## src/rtl/uart_cmd_decoder.sv

```systemverilog
// uart_cmd_decoder
// Turns bytes from uart_rx into gate-enable commands (on / off / toggle).
// Drives the local enable and answers each byte with an echo or NACK
// through uart_tx. A watchdog forces the enable off when the link goes
// quiet while the gate is on.

module uart_cmd_decoder #(
    parameter logic [7:0]  CMD_ON      = 8'hEE,
    parameter logic [7:0]  CMD_OFF     = 8'h55,
    parameter logic [7:0]  CMD_TOGGLE  = 8'hC3,
    parameter logic [7:0]  NACK        = 8'hFF,
    parameter int unsigned WDT_CYCLES  = 48000000,
    parameter int unsigned REQ_TIMEOUT = 16
) (
    input  logic        clk,
    input  logic        reset,
    input  logic [7:0]  data_received,
    input  logic        rx_done,
    input  logic        parity_error,
    input  logic        tx_busy,
    output logic [7:0]  data_to_tx,
    output logic        start_tx,
    output logic        out_enable,
    output logic        wdt_trip,
    output logic [15:0] cmd_count,
    output logic [7:0]  err_count
);

    // Counter widths: $clog2(N) bits are enough to hold N-1.
    localparam int unsigned WDT_W = ($clog2(WDT_CYCLES) > 0) ? $clog2(WDT_CYCLES) : 1;
    localparam int unsigned REQ_W = ($clog2(REQ_TIMEOUT) > 0) ? $clog2(REQ_TIMEOUT) : 1;
    localparam logic [WDT_W-1:0] WDT_LAST = WDT_W'(WDT_CYCLES - 1);
    localparam logic [REQ_W-1:0] REQ_LAST = REQ_W'(REQ_TIMEOUT - 1);

    typedef enum logic [1:0] {
        S_IDLE,
        S_REQ,
        S_BUSY
    } state_t;

    state_t           r_state;
    logic [REQ_W-1:0] r_req_cnt;
    logic [WDT_W-1:0] r_wdt_cnt;
    logic [7:0]       r_data_to_tx;
    logic             r_start_tx;
    logic             r_out_enable;
    logic             r_wdt_trip;
    logic [15:0]      r_cmd_count;
    logic [7:0]       r_err_count;

    logic             w_is_cmd;
    logic             w_valid;
    logic             w_error;
    logic [7:0]       w_reply;

    assign data_to_tx = r_data_to_tx;
    assign start_tx   = r_start_tx;
    assign out_enable = r_out_enable;
    assign wdt_trip   = r_wdt_trip;
    assign cmd_count  = r_cmd_count;
    assign err_count  = r_err_count;

    // Classify the byte offered this cycle and pick its reply.
    always_comb begin
        w_is_cmd = (data_received == CMD_ON) ||
                   (data_received == CMD_OFF) ||
                   (data_received == CMD_TOGGLE);
        w_valid  = rx_done && !parity_error && w_is_cmd;
        w_error  = rx_done && !w_valid;
        w_reply  = w_valid ? data_received : NACK;
    end

    // Gate enable and watchdog; a valid command in the trip cycle takes priority.
    always_ff @(posedge clk or posedge reset) begin
        if (reset) begin
            r_out_enable <= 1'b0;
            r_wdt_trip   <= 1'b0;
            r_wdt_cnt    <= '0;
        end else if (w_valid) begin
            r_wdt_cnt <= '0;
            if (data_received == CMD_ON) begin
                r_out_enable <= 1'b1;
                r_wdt_trip   <= 1'b0;
            end else if (data_received == CMD_OFF) begin
                r_out_enable <= 1'b0;
            end else begin
                r_out_enable <= ~r_out_enable;
            end
        end else if (r_out_enable) begin
            if (r_wdt_cnt == WDT_LAST) begin
                r_out_enable <= 1'b0;
                r_wdt_trip   <= 1'b1;
                r_wdt_cnt    <= '0;
            end else begin
                r_wdt_cnt <= r_wdt_cnt + 1'b1;
            end
        end else begin
            r_wdt_cnt <= '0;
        end
    end

    // Saturating command and error counters.
    always_ff @(posedge clk or posedge reset) begin
        if (reset) begin
            r_cmd_count <= '0;
            r_err_count <= '0;
        end else begin
            if (w_valid && (r_cmd_count != '1)) begin
                r_cmd_count <= r_cmd_count + 16'd1;
            end
            if (w_error && (r_err_count != '1)) begin
                r_err_count <= r_err_count + 8'd1;
            end
        end
    end

    // Reply handshake with uart_tx; bytes arriving outside IDLE get no reply.
    always_ff @(posedge clk or posedge reset) begin
        if (reset) begin
            r_state      <= S_IDLE;
            r_req_cnt    <= '0;
            r_data_to_tx <= '0;
            r_start_tx   <= 1'b0;
        end else begin
            unique case (r_state)
                S_IDLE: begin
                    r_req_cnt <= '0;
                    if (rx_done) begin
                        r_data_to_tx <= w_reply;
                        r_start_tx   <= 1'b1;
                        r_state      <= S_REQ;
                    end
                end
                S_REQ: begin
                    if (tx_busy) begin
                        r_start_tx <= 1'b0;
                        r_state    <= S_BUSY;
                    end else if (r_req_cnt == REQ_LAST) begin
                        r_start_tx <= 1'b0;
                        r_state    <= S_IDLE;
                    end else begin
                        r_req_cnt <= r_req_cnt + 1'b1;
                    end
                end
                S_BUSY: begin
                    if (!tx_busy) begin
                        r_state <= S_IDLE;
                    end
                end
                default: begin
                    r_start_tx <= 1'b0;
                    r_state    <= S_IDLE;
                end
            endcase
        end
    end

endmodule
```

## config.mk

```make
export PLATFORM = sky130hd
export DESIGN_NAME = uart_cmd_decoder
export DESIGN_NICKNAME = d
export VERILOG_FILES = /design/src/rtl/uart_cmd_decoder.sv
export SDC_FILE = /design/constraint.sdc
export NUM_CORES = 1
export LEC_CHECK = 0
export ABC_AREA = 1
export CELL_PAD_IN_SITES_DETAIL_PLACEMENT = 0
export CELL_PAD_IN_SITES_GLOBAL_PLACEMENT = 1
export CORE_UTILIZATION = 37
export CTS_CLUSTER_DIAMETER = 120
export DETAILED_ROUTE_END_ITERATION = 7
export MAX_ROUTING_LAYER = met4
export PLACE_DENSITY_LB_ADDON = 0.05
export SYNTH_ARGS = -nofsm -noshare
export SYNTH_HDL_FRONTEND = slang
export SYNTH_SLANG_ARGS = --single-unit
```

## constraint.sdc

```tcl
create_clock -name clk -period 2.14 [get_ports clk]
set_clock_uncertainty 0.15 [all_clocks]
set_input_delay 0.214 -clock clk [delete_from_list [all_inputs] [get_ports clk]]
set_output_delay 0.214 -clock clk [all_outputs]
set_load 0.05 [all_outputs]
```

* After elaboration in Yosys (flattened, before gate mapping)
Index checks and enable logic that the tools add are counted.
** Operators by class
- Add/sub/neg operators :: 4
- Equal/unequal tests :: 15
- Multiplexer cells :: 25
- Bitwise operators :: 2
- Reductions and logical operators :: 18
** Operator list (count)
- $mux W26 :: 3
- $add A26 B1 Y26 const B :: 1
- $eq A26 B26 Y1 const B :: 1
- $add A16 B1 Y16 const B :: 1
- $eq A8 B8 Y1 const B :: 2
- $ne A16 B16 Y1 const B :: 1
- $mux W1 :: 12
- $reduce_and A3 Y1 :: 4
- $add A8 B1 Y8 const B :: 1
- $eq A8 B7 Y1 const B :: 1
- $mux W2 :: 4
- $mux W4 :: 2
- $mux W8 :: 1
- $ne A2 B2 Y1 const B :: 4
- $ne A8 B8 Y1 const B :: 1
- $pmux W4 S2 :: 1
- $pmux W2 S3 :: 1
- $reduce_bool A2 Y1 :: 3
- $logic_and A1 B1 Y1 :: 5
- $add A4 B1 Y4 const B :: 1
- $eq A4 B4 Y1 const B :: 1
- $ne A3 B3 Y1 const B :: 1
- $pmux W1 S3 :: 1
- $eq A2 B1 Y1 const B :: 1
- 7 further kinds :: 10
** Storage, ports and cells
- Register bits :: 67
- Input port bits :: 13
- Output and inout bits :: 35
- Logic and storage cells :: 73

* Logic depth before layout (Yosys ltp)
- Depth after elaboration :: 7
- Depth in mapped cells :: 10
- Gate-level depth less buffers :: 10

* Least setup slack after synthesis
OpenSTA, ideal clock, no wires.
- Path kind :: flip-flop to flip-flop
- Start :: register r_cmd_count[0] (netlist: cmd_count[0])
- End :: register r_cmd_count[3] (netlist: cmd_count[3])
- Library setup time :: 0.083 ns
- Data arrival time :: 1.835 ns
- Data required time :: 1.907 ns
- Slack :: 0.073 ns
- Cell stages (with the launch flop) :: 10
- Buffers on the path :: 2
- Clock period less this slack :: 2.067 ns
- Cells stage by stage :: dfrtp_1 -> ha_1 -> nand3_2 -> nor3_4 -> nand3_2 -> nand3_2 -> buf_6 -> buf_6 -> nand2_1 -> o21ai_0
** Between the ends
- Cells in the longest elaborated chain, start to end :: 2
- Elaborated cells between the ends (all ways) :: 3
- Classes of those cells :: add/sub (1); eq/ne (1); reduce/logical (1)
** Ends and longest elaborated chain
- from (decl) :: RTL line 48 : logic [15:0] r_cmd_count;
- from (signal assigned) :: RTL line 109 : r_cmd_count <= r_cmd_count + 16'd1;
- parallel branches: the longest is 2 deep, another holds $add A16 B1 Y16
Several ways; the timed one is not identified.
A chain may end at the register's enable or synchronous reset.

* Worst setup path in the final report
- Start :: register r_cmd_count[3] (netlist: cmd_count[3])
- End :: output port cmd_count[3]
** RTL lines
- to (decl) :: RTL line 25 : output logic [15:0] cmd_count,
No word-level cell between the ends.

==> results.py <==
metrics = {
    "floorplanning": {
        "die_area_sq_mm": 0.0108,
        "die-width_microns": 104,
        "core_sq_mm": 0.00991,
        "rows": 36,
        "io_pins": 48,
        "die_h_microns": 104,
        "start_util": 0.388,
    },
    "drt": {
        "firstDrtPassIters": 4,
        "viasPerCell": 4.71,
        "drtAntennaViolNets": 0,
        "drt-total-wl_mm": 9.51,
        "vias": 3436,
        "avgRoutedWirePerCell_microns": 13.0,
        "drc": 0,
        "drt_iter0_drc": 96,
    },
    "critical_path": {
        "critPathBufInv": 1,
        "cp_top_family": "buffers and inverters",
        "cp-end-kind": "output port",
        "slowest_stage": "clkdlybuf4s50_1",
        "crit_chain": "clkdlybuf4s50_1",
        "startpoint_type": "flip-flop",
        "cp_max_fo": 6,
        "critPathMaxStageDelay_ns": 0.85,
        "arrival_ns": 1.69,
        "required_ns": 1.78,
        "critPathKind": "reg -> out",
    },
    "grt": {
        "grt_pass1_wl_mm": 16.4,
        "grt-ovfl-total": 0,
        "grt_pass1_vias": 3522,
        "antenna_found_initial": 0,
        "grt_usage": 0.196,
        "grt_max_degree": 36,
    },
    "outcome": {
        "status": "finished, final reports clean",
    },
    "cells_and_area": {
        "fin_util": 0.480,
        "n_antenna_cell": 0,
        "drive_gt1_frac": 0.0755,
        "final_common_cell": "nand2_1",
        "final_nets": 608,
        "syn2layout_area_growth_pct": 23.5,
        "final_cell_mix": "144 x nand2_1, 92 x nor2_1, 68 x inv_1, 67 x dfrtp_1, 47 x clkdlybuf4s50_1",
    },
    "sta": {
        "hold_viol": 0,
        "fin_crit_sh": 0.960,
        "rsz0062_at_grt": "false",
        "tns_ns": 0,
        "setup-violations-final": 0,
        "min_period_ns": 2.05,
        "holdWs_ns": 0.255,
        "maxSlewViolCount": 0,
        "worstMarginPinSlew_ns": 0.526,
        "fmax_mhz": 487,
        "maxSlewHeadroom": 0.648,
        "finalWorstSetupSlack_ns": 0.0852,
    },
    "synthesis": {
        "synth_cell_types": 30,
        "yosysSeqAreaShare": 0.436,
        "syn-num-nets": 544,
        "syn_avg_cell_area_sq_um": 7.30,
        "ys_ff_latch": 67,
        "synth_cells": 527,
        "netlist_area_sq_mm": 0.00385,
        "ys_warn_count": 0,
    },
    "placed_design": {
        "dpl.hpwl_mm": 7.12,
        "place.gp.congestion": 0.839,
        "place_ws_ns": 0.0109,
        "numPortBuffers": 47,
    },
    "clocking": {
        "cts_max_level": 3,
        "cts_root_buf": "clkbuf_8",
        "clkTransAtPathRegs_ns": 0.09,
        "cts-resized-gates": 0,
        "tritoncts": "done",
        "hold_buffers": 1,
        "clk_path_buf_depth": 2,
        "numCtsBuffers": 9,
        "clk_latency_ns": 0.37,
        "clock_sinks": 67,
        "post_cts_buffers": 0,
    },
    "job": {
        "maxCapViolCount": 0,
    },
    "power_and_ir_drop": {
        "ir_drop_mv": 0.431,
        "leakagePower_nw": 2.07,
        "pwr_density_cell_mw_per_mm2": 670,
        "total_power_mw": 3.18,
    },
    "hold_path": {
        "hp-class": "in -> reg",
    },
}
final timing paths:
check,from,to,slack [ns],cells after the start
worst min register to register,data_to_tx[6]$_DFFE_PP0P_,data_to_tx[6]$_DFFE_PP0P_,0.33,1
worst max register to register,r_wdt_cnt[0]$_DFF_PP0_,r_wdt_cnt[17]$_DFF_PP0_,0.30,8
max in group asynchronous,reset,r_wdt_cnt[4]$_DFF_PP0_,0.77,4
worst min-delay path,tx_busy,r_state[1]$_DFFE_PP0P_,0.26,3
worst max-delay path,cmd_count[3]$_DFFE_PP0P_,cmd_count[3],0.09,1
min in group asynchronous,reset,r_req_cnt[3]$_DFFE_PP0P_,0.56,3
power by group:
| group | total (mW) | switching [mW] | internal, mW | leakage (nW) |
|---|---|---|---|---|
| registers | 1.46 | 0.104 | 1.36 | 0.879 |
| clock network | 1.01 | 0.551 | 0.462 | 0.0933 |
| logic | 0.710 | 0.463 | 0.247 | 1.10 |
area by class of cell:
cell class	instances	area (sq um)
fill	1026	5160
multi-input combinational	383	1860
sequential	67	1680
timing repair buffer	59	601
inverter	71	267
tap	133	166
clock buffer	10	138
clock inverter	6	47.5
Yosys cell counts (all sizes together):
cell,n,area share
a21oi,4,0.0052
a31oi,1,0.0016
and3,1,0.0016
buf,5,0.011
clkbuf,1,0.00097
clkinv,1,0.00097
dfrtp,67,0.44
ha,4,0.013
inv,70,0.068
nand2,146,0.14
nand3,48,0.068
nand3b,2,0.0039
nand4,8,0.013
nor2,95,0.095
nor3,12,0.019
o21ai,17,0.022
o21bai,3,0.0059
o22ai,1,0.0016
o31ai,1,0.0020
or2,6,0.0098
xnor2,18,0.041
xor2,16,0.036
flip-flops by register name, summed over array words and instances (netlist names):
name / cells
data_to_tx: 8
out_enable: 1
r_req_cnt: 4
r_state: 2
err_count: 8
cmd_count: 16
start_tx: 1
wdt_trip: 1
r_wdt_cnt: 26
stage by stage:
step,instances,instance area [sq um]
after floorplan,527,3850
after global placement,712,4560
after detailed placement,712,4560
after CTS,729,4750
after global routing,729,4750
final,729,4750
layer usage:
layer,part of all wire,routed length (microns),vias up,GRT usage
met4,0.013,125,0,0.0592
li1,-,-,1768,-
met1,0.49,4670,1601,0.250
met5,0,0,-,-
met3,0.034,324,12,0.0508
met2,0.46,4390,55,0.308
kinds of logic after synthesis:
group           after synthesis  synth area share
compound gates               27            0.0384
xor+xnor                     34            0.0774
fa+ha+maj                     4            0.0130
buf+inv                      77            0.0816
flops                        67             0.436
simple gates                318             0.354
No activity file was read; power rests on OpenSTA's default activity.
